**src/rtl/corefifo_wr_ptr_gray_gen.sv**
```systemverilog
`default_nettype none
// ============================================================================
// Module      : corefifo_wr_ptr_gray_gen
// Description : Write-side pointer generator for the dual-clock COREFIFO.
//               Holds the binary write counter, drives the RAM write strobe
//               and address, and publishes a registered Gray write pointer
//               for the read-domain synchronizer. It also decodes the
//               synchronized Gray read pointer to derive the write-side
//               fill count, full, almost-full and overflow flags.
//
// Ports       : clk            - write-domain clock, rising edge
//               arstn          - asynchronous active-low reset
//               srstn          - synchronous active-low clear
//               we             - user write request
//               rptr_gray_sync - Gray read pointer, already in clk domain
//               wen_ram        - RAM write strobe (combinational)
//               waddr          - RAM write address
//               wptr_gray      - registered Gray write pointer
//               wrcnt          - registered fill count (write-side view)
//               full / afull   - registered full / almost-full flags
//               overflow       - registered pulse on a rejected write
//
// Options     : COREFIFO_OVERFLOW_FLAG_EN - when defined, the overflow
//               register is built; otherwise overflow is tied to 0.
//
// Revision    : 1.0 - initial release
// ============================================================================
module corefifo_wr_ptr_gray_gen #(
    parameter int ADDRWIDTH    = 3,
    parameter int AFULL_THRESH = 6
) (
    input  logic                 clk,
    input  logic                 arstn,
    input  logic                 srstn,
    input  logic                 we,
    input  logic [ADDRWIDTH:0]   rptr_gray_sync,
    output logic                 wen_ram,
    output logic [ADDRWIDTH-1:0] waddr,
    output logic [ADDRWIDTH:0]   wptr_gray,
    output logic [ADDRWIDTH:0]   wrcnt,
    output logic                 full,
    output logic                 afull,
    output logic                 overflow
);

    localparam int               c_PW     = ADDRWIDTH + 1;
    localparam logic [c_PW-1:0]  c_ONE    = c_PW'(1);
    localparam logic [c_PW-1:0]  c_DEPTH  = c_PW'(1) << ADDRWIDTH;
    localparam logic [c_PW-1:0]  c_AFULL  = c_PW'(AFULL_THRESH);

    logic [c_PW-1:0] wbin_q;
    logic [c_PW-1:0] wbin_d;
    logic [c_PW-1:0] gray_q;
    logic [c_PW-1:0] gray_d;
    logic [c_PW-1:0] cnt_q;
    logic [c_PW-1:0] cnt_d;
    logic [c_PW-1:0] rbin;
    logic            full_q;
    logic            afull_q;
    logic            acc;

    always_comb begin
        acc    = we & ~full_q;
        wbin_d = wbin_q;
        if (acc) begin
            wbin_d = wbin_q + c_ONE;
        end
        gray_d = wbin_d ^ (wbin_d >> 1);

        // Gray-to-binary: each binary bit is the XOR of all Gray bits at
        // or above its position.
        rbin = '0;
        for (int i = 0; i < c_PW; i++) begin
            rbin[i] = ^(rptr_gray_sync >> i);
        end

        // Write advance and read advance in the same cycle both land here,
        // so they cancel in the count and full cannot glitch.
        cnt_d = wbin_d - rbin;
    end

    always_ff @(posedge clk or negedge arstn) begin
        if (!arstn) begin
            wbin_q  <= '0;
            gray_q  <= '0;
            cnt_q   <= '0;
            full_q  <= 1'b0;
            afull_q <= 1'b0;
        end else if (!srstn) begin
            wbin_q  <= '0;
            gray_q  <= '0;
            cnt_q   <= '0;
            full_q  <= 1'b0;
            afull_q <= 1'b0;
        end else begin
            wbin_q  <= wbin_d;
            gray_q  <= gray_d;
            cnt_q   <= cnt_d;
            full_q  <= (cnt_d == c_DEPTH);
            afull_q <= (cnt_d >= c_AFULL);
        end
    end

`ifdef COREFIFO_OVERFLOW_FLAG_EN
    logic overflow_q;

    // Held high for every cycle that a write is attempted against a full FIFO.
    always_ff @(posedge clk or negedge arstn) begin
        if (!arstn) begin
            overflow_q <= 1'b0;
        end else if (!srstn) begin
            overflow_q <= 1'b0;
        end else begin
            overflow_q <= we & full_q;
        end
    end

    assign overflow = overflow_q;
`else
    assign overflow = 1'b0;
`endif

    // The strobe is masked while either reset is active so a write that
    // coincides with a reset never reaches the RAM; the pointer discards it
    // through the reset branch anyway.
    assign wen_ram   = acc & arstn & srstn;
    assign waddr     = wbin_q[ADDRWIDTH-1:0];
    assign wptr_gray = gray_q;
    assign wrcnt     = cnt_q;
    assign full      = full_q;
    assign afull     = afull_q;

endmodule
`default_nettype wire

```
**config.mk**
```make
export PLATFORM = sky130hd
export DESIGN_NAME = corefifo_wr_ptr_gray_gen
export DESIGN_NICKNAME = d
export VERILOG_FILES = /design/src/rtl/corefifo_wr_ptr_gray_gen.sv
export SDC_FILE = /design/constraint.sdc
export NUM_CORES = 1
export LEC_CHECK = 0
export CORE_UTILIZATION = 40
export DETAILED_ROUTE_END_ITERATION = 6
export PLACE_DENSITY_LB_ADDON = 0.05
export SYNTH_ARGS = -nofsm -noshare
export SYNTH_HDL_FRONTEND = slang
export SYNTH_SLANG_ARGS = --single-unit
```
**constraint.sdc**
```tcl
create_clock -name clk -period 2.19 [get_ports clk]
set_clock_uncertainty 0.05 [all_clocks]
set_input_delay 0.438 -clock clk [delete_from_list [all_inputs] [get_ports clk]]
set_output_delay 0.438 -clock clk [all_outputs]
set_load 0.02 [all_outputs]
```
==> impl_results.md, run 1 <==
* Clock-pin slew on the worst setup and hold paths at 0.08 ns
* Final GP Congestion at 0.6911
* Worst hold-check path type: input pin to async pin
* Final worst-path setup slack at 0.08706 ns
* Final min period at roughly 2.1 ns
* Synth top area share at 0.4545
* H-tree lvl count at 1
* Largest net degree at the start of global routing at 14
* XOR/XNOR Fraction of Synth Area at 0.1976
* Core Util, Final at 0.7104
* # IOs at 23
* Max Cap Viol at 0
* Die area at 0.001962 mm²
* Post-synthesis compound-gate area fraction at 0.02098
* IO Port Bufs at 21
* Synth-to-Final Area Change at 58.22%
* CP Capture Type: register
* Fraction of layout cells with a size suffix above 1 at 0.3776
* Synth warn at 0
* Crit path kind: input pin to register
* Final period utilization at 0.9602
* CTS tree: built
* Power Density at ~800 mW/mm²
* Final Non-Filler Cells at 122
* Drt total wl at 1408 µm
* First-pass GRT wire length at ~2200 µm
* Post-Syn Nets at between 70 and 80
* Total CTS buffers at 3
* R2R Setup Slk at 0.16 ns
* Core Region at 0.001594 mm²
* Fraction of the mapped netlist area in adder cells at 0.09790
* Fin Hold WS at approximately 0.45 ns
* Vias in the first global route at about 510
* Netlist cell types at 25
* Leakage at 0.5653 nW
* Via count at 526
* Clk sink count at 13
* Maximum vdd drop at 0.0005910 V
* Clk Latency, worst-skew pair at around 0.27 ns
* Fmax at 0.4755 GHz
* Post-place setup slack at -0.4280 ns
* #FFs+latches synth at 13
* Worst path slowest cell: fa_2
* Crit path DAT at 2.26 ns
* Setup violators final at 0
* CTS Buffer Depth at 2
* # rows at 14
* Post-synthesis sequential area ratio at 0.4545
* CP bufs+invs at 1
* DRT iter0 DRCs at 11
* Fin. Hold Viols at 0
* Multi-input gate area at 410.4 µm²
* Ant diodes at 0
* # fillers at 125
* Area contributors post-synth: dfrtp_1 (45%), xnor2_1 (7.3%), ha_1 (7.0%), nor2_1 (5.2%), xor2_1 (3.7%)
* Synth Instances at 60
* Cells after DPL at around 120
* CTS root buffer: clkbuf_4
* Die W at 44.30 µm
* Simple-gate portion of the synthesized area at 0.1556
* Total gr overflow at 0
* DP HPWL at 1075 µm
* Vias per cell at between 4 and 5
* Initial Utilization at 0.4490
* Crit-path max FO at 2
* GRT Overall Usage at 0.1595
* Critical-path cell list: dlygate4sd2_1 -> xnor2_2 -> xor2_1 -> xnor2_1 -> ha_2 -> fa_2 -> nor2_2 -> nand2_1 -> o21ai_1
* Cell Area, Synth at 715.7 µm²
* Data required, critical path at 2.34 ns
* Largest family of logic cells by synthesized area: XOR/XNOR gates
* Critical path's top delay family: adder cells
* Status: finished clean
* Cts hold-fix bufs at 0
* Drc violations at 0
* DR WL/cell at roughly 12 µm
* Nets@finish at around 110
* Post-synthesis mux area share at 0.03147
* Post-route ant nets at 0
* Die Ht at between 40 and 50 µm
* DRT Pass-1 Iters at 3
* Most frequent cells in the layout: clkdlybuf4s50_1 (17), buf_4 (15), dfrtp_1 (11)
* Commonest non-fill, non-tap cell in the layout: clkdlybuf4s50_1
* Area leader, netlist: dfrtp_1
* CP peak stage delay at ~0.46 ns
* Slew Limit Fails at 0
* Startpoint types: input pin
* Reg area at 327.8 µm²
* Initial antenna violation count at 0
* Mapped Avg Cell Area at 11.93 µm²
-- kinds of logic after synthesis --
| logic type | after synthesis |
|---|---|
| DFF | 13 |
| buffers and inverters | 6 |
| adders and majority gates | 5 |
| and+or+nand+nor | 19 |
| AOI/OAI and AO/OA | 3 |
| muxes | 1 |
| xor gates and xnor gates | 12 |
| other | 1 |
-- path summary, 6_finish.rpt --
| path | from | endpoint | cells past startpoint |
|---|---|---|---|
| setup / recovery | rptr_gray_sync[2] | afull | 9 |
| hold / removal | arstn | wrcnt[2] | 2 |
| setup reg to reg | wbin_q[0] | full | 9 |
| hold reg to reg | wptr_gray[3] | wptr_gray[3] | 2 |
| max in group asynchronous | arstn | wbin_q[1] | 2 |
| min in group clk | wptr_gray[3] | wptr_gray[3] | 2 |
-- routing by layer --
layer,track usage,wire length [µm],vias up
met5,0,0,-
met4,0.07273,13,0
met3,0.03673,43,2
met2,0.2618,733,13
met1,0.1995,618,243
li1,-,-,268
-- Yosys cell counts --
library cell and number:
fa_1 1, and2_1 1, nor2_1 10, ha_1 4
conb_1 1, nand3b_1 1, xor2_1 3, dfrtp_1 13
nand2_1 2, nor3_2 1, and3_1 1, inv_2 1
xor2_2 1, and2b_4 1, xnor3_2 1, inv_1 3
nand3_1 1, xnor3_1 1, clkbuf_1 1, xnor2_1 6
a21oi_1 1, buf_4 1, o21ai_1 2, nand4_4 1
mux2i_4 1
-- area by class of cell --
cell class | instances | area share
flip-flops and latches | 13 | 0.2895
multi-input cells | 41 | 0.3624
clock buffers | 3 | 0.01989
clock inverters | 1 | 0.004420
inverters | 4 | 0.01326
well taps | 24 | 0.02652
repair buffers | 36 | 0.2840
-- flip-flops by register name (all words and copies together), names as in the netlist --
signal,flops
wptr_gray,4
wbin_q,3
wrcnt,4
afull,1
full,1
-- stage by stage --
step                power, mW  area [µm²]  TNS (ns)
global placement       0.7233        1057    -1.861
floorplan              0.5394       730.7         0
detailed placement     0.7313        1057    -2.017
global route           0.9666        1132  -0.02661
CTS                    0.8971        1104         0
finish                 0.9088        1132         0
-- power by group --
group	internal (mW)	total (mW)	switching [mW]	leakage [nW]
sequential	0.285	0.299	0.0139	0.170
combinational	0.244	0.464	0.220	0.378
clock	0.0676	0.146	0.0785	0.0177
total	0.596	0.909	0.313	0.565
-- what timing repair did --
item,CTS,global route
cloned,0,0
setup buffers,0,2
endpoints found under the hold margin,0,0
resized for setup,8,3
endpoints found under the setup margin,5,3
pin swaps,5,2
Power figures use the tool's default switching activity.
==> run 2: changes to the inputs <==
--- a/config.mk
+++ b/config.mk
@@ -7,7 +7,9 @@
 export LEC_CHECK = 0
 export CORE_UTILIZATION = 40
 export DETAILED_ROUTE_END_ITERATION = 6
+export HOLD_SLACK_MARGIN = 0.06
 export PLACE_DENSITY_LB_ADDON = 0.05
+export SETUP_SLACK_MARGIN = 0.4
 export SYNTH_ARGS = -nofsm -noshare
 export SYNTH_HDL_FRONTEND = slang
 export SYNTH_SLANG_ARGS = --single-unit
==> impl_results.md, run 2 (synthesis gave the netlist of run 1 again) <==
* Status: finished clean
* Die area at 0.001962 mm² (unchanged)
* Die Ht at 44.30 µm (unchanged)
* Cts hold-fix bufs at 0 (unchanged)
* Final Non-Filler Cells at 126 (+3.3%)
* Max Cap Viol at 0 (unchanged)
* Drt total wl at 1710 µm (+21%)
* First-pass GRT wire length at 2594 µm (+16%)
* Final period utilization at 0.9267 (-0.03350)
* Final min period at 2.030 ns (-0.07337 ns)
* Switch Pwr at 0.3469 mW (+11%)
* Reg area at 329.1 µm² (+0.38%)
* Slew Limit Fails at 0 (unchanged)
* Clk Latency, worst-skew pair at 0.28 ns (about the same)
* Ant diodes at 0 (unchanged)
* Fraction of layout cells with a size suffix above 1 at 0.5000 (+0.1224)
* Data required, critical path at 2.33 ns (about the same)
* Commonest non-fill, non-tap cell in the layout: buf_4
* R2R Setup Slk at 0.17 ns (about the same)
* Total power draw at 0.9827 mW (+8.1%)
* H-tree lvl count at 1 (unchanged)
* RSZ-0062 raised after global routing: true
* Nets@finish at 116 (+3.6%)
* DR WL/cell at 13.57 µm (+18%)
* Worst-case reg-to-reg path depth at 7 (-2)
* Clock power frac at 0.152 (-0.009)
* # fillers at 107 (-14%)
* Crit path kind: input pin to register
* Largest net degree at the start of global routing at 14 (unchanged)
* Fin. Hold Viols at 0 (unchanged)
* Clock-pin slew on the worst setup and hold paths at 0.08 ns (about the same)
* Clk sink count at 13 (unchanged)
* Reg2reg start: full
* Maximum vdd drop at 0.0005278 V (-11%)
* Logic pwr share at 0.543 (+0.032)
* IO Port Bufs at 21 (unchanged)
* Vias per cell at 4.611 (+6.9%)
* Area of placed instances at 0.001082 mm² (+2.4%)
* CTS tree: built
* Post-route ant nets at 0 (unchanged)
* Synth-to-Final Area Change at 71.50%
* Worst hold-check path type: input pin to async pin
* Setup violators final at 0 (unchanged)
* # rows at 14 (unchanged)
* # IOs at 23 (unchanged)
* Die W at 44.30 µm (unchanged)
* CTS root buffer: clkbuf_4
* DRT Pass-1 Iters at 6 (+3)
* Power Internal at 0.6358 mW (+6.7%)
* Vias in the first global route at 583 (+14%)
* GRT Overall Usage at 0.1916 (+0.03206)
* Final GP Congestion at 0.7487 (+8.3%)
* Cells after DPL at 114 (-1.7%)
* Multi-input gate area at 484.2 µm² (+18%)
* Design Area, Final at 0.001227 mm² (+8.4%)
* Fin Hold WS at 0.4545 ns (+0.0001760 ns)
* Seq pwr share at 0.305 (-0.023)
* DP HPWL at 1237 µm (+15%)
* Crit-path max FO at 2 (unchanged)
* R2R Path End: full
* CP Capture Type: register
* DRT iter0 DRCs at 9 (-2)
* Power Density at 800.6 mW/mm² (-0.24%)
* CTS Buffer Depth at 2 (unchanged)
* Via count at 581 (+10%)
* Sw Share at 0.3530 (+0.008927)
* Crit path DAT at 2.17 ns (-0.09 ns)
* Total CTS buffers at 3 (unchanged)
* Drc violations at 0 (unchanged)
* Initial Utilization at 0.4490 (unchanged)
* Startpoint types: input pin
* Initial antenna violation count at 0 (unchanged)
* Core Region at 0.001594 mm² (unchanged)
* Fmax at 0.4927 GHz (+3.6%)
* Leakage at 0.5961 nW (+5.5%)
* Most frequent cells in the layout: buf_4 (19), clkdlybuf4s50_1 (12), dfrtp_1 (10)
* Total gr overflow at 0 (unchanged)
* Setup TNS Final at 0 ns (unchanged)
[run 2: cell types whose count changed in the layout (fill, tap and decap cells not counted), moves of 2 or more]
cell             change
buf_4                +4
xnor2_4              +2
dlygate4sd2_1        +3
clkdlybuf4s50_1      -5
ha_1                 -2
ha_4                 +2
[run 2: worst max-delay path, stage by stage]
cell	delay, ns
clkdlybuf4s15_2	0.24
xnor2_4	0.18
xor2_2	0.22
xnor2_2	0.11
ha_4	0.17
fa_2	0.56
nand3_2	0.07
nor3_2	0.17
[run 2: cell type report]
class / count / area share
timing repair buffer: 40 / 0.2793
clock buffer: 4 / 0.02141
tap: 24 / 0.02446
multi-input combinational: 41 / 0.3945
inverter: 4 / 0.01223
sequential: 13 / 0.2681
[run 2: through the flow]
step           setup slack (ns)    util
3_3_place_gp            -0.3532  0.6790
6_report                 0.1604  0.7700
4_1_cts                  0.1064  0.7182
2_1_floorplan            0.1262       -
3_5_place_dp            -0.3983  0.6790
5_1_grt                 0.06810  0.7700
[run 2: what timing repair did]
action,CTS,global route
pin swaps,5,9
setup endpoints to repair,10,6
setup buffers,3,5
resized for setup,17,12
[run 2: power groups by stage]
stage | registers, mW | logic, mW | clock network (mW)
global route | 0.303 | 0.567 | 0.161
CTS | 0.302 | 0.470 | 0.155
detailed placement | 0.311 | 0.441 | 0
finish | 0.300 | 0.533 | 0.149
global placement | 0.307 | 0.428 | 0
floorplan | 0.371 | 0.188 | 0
[run 2: metal layers]
layer / vias up / global-route usage / share of wire
li1: 271 / - / -
met1: 277 / 0.2190 / 0.39
met2: 26 / 0.3412 / 0.53
met3: 7 / 0.03673 / 0.048
met4: 0 / 0.09091 / 0.027
met5: - / 0 / 0
[run 2: worst max-delay path by stage]
stage	from	endpoint	slack (ns)	depth (start not counted)
after global placement	rptr_gray_sync[3]	wrcnt[2]	-0.35	8
after CTS	wbin_q[1]	full	0.11	9
after global routing	rptr_gray_sync[3]	full	0.07	8
final	rptr_gray_sync[3]	full	0.16	8
after detailed placement	rptr_gray_sync[3]	full	-0.40	8
after floorplan	wbin_q[0]	afull	0.13	9
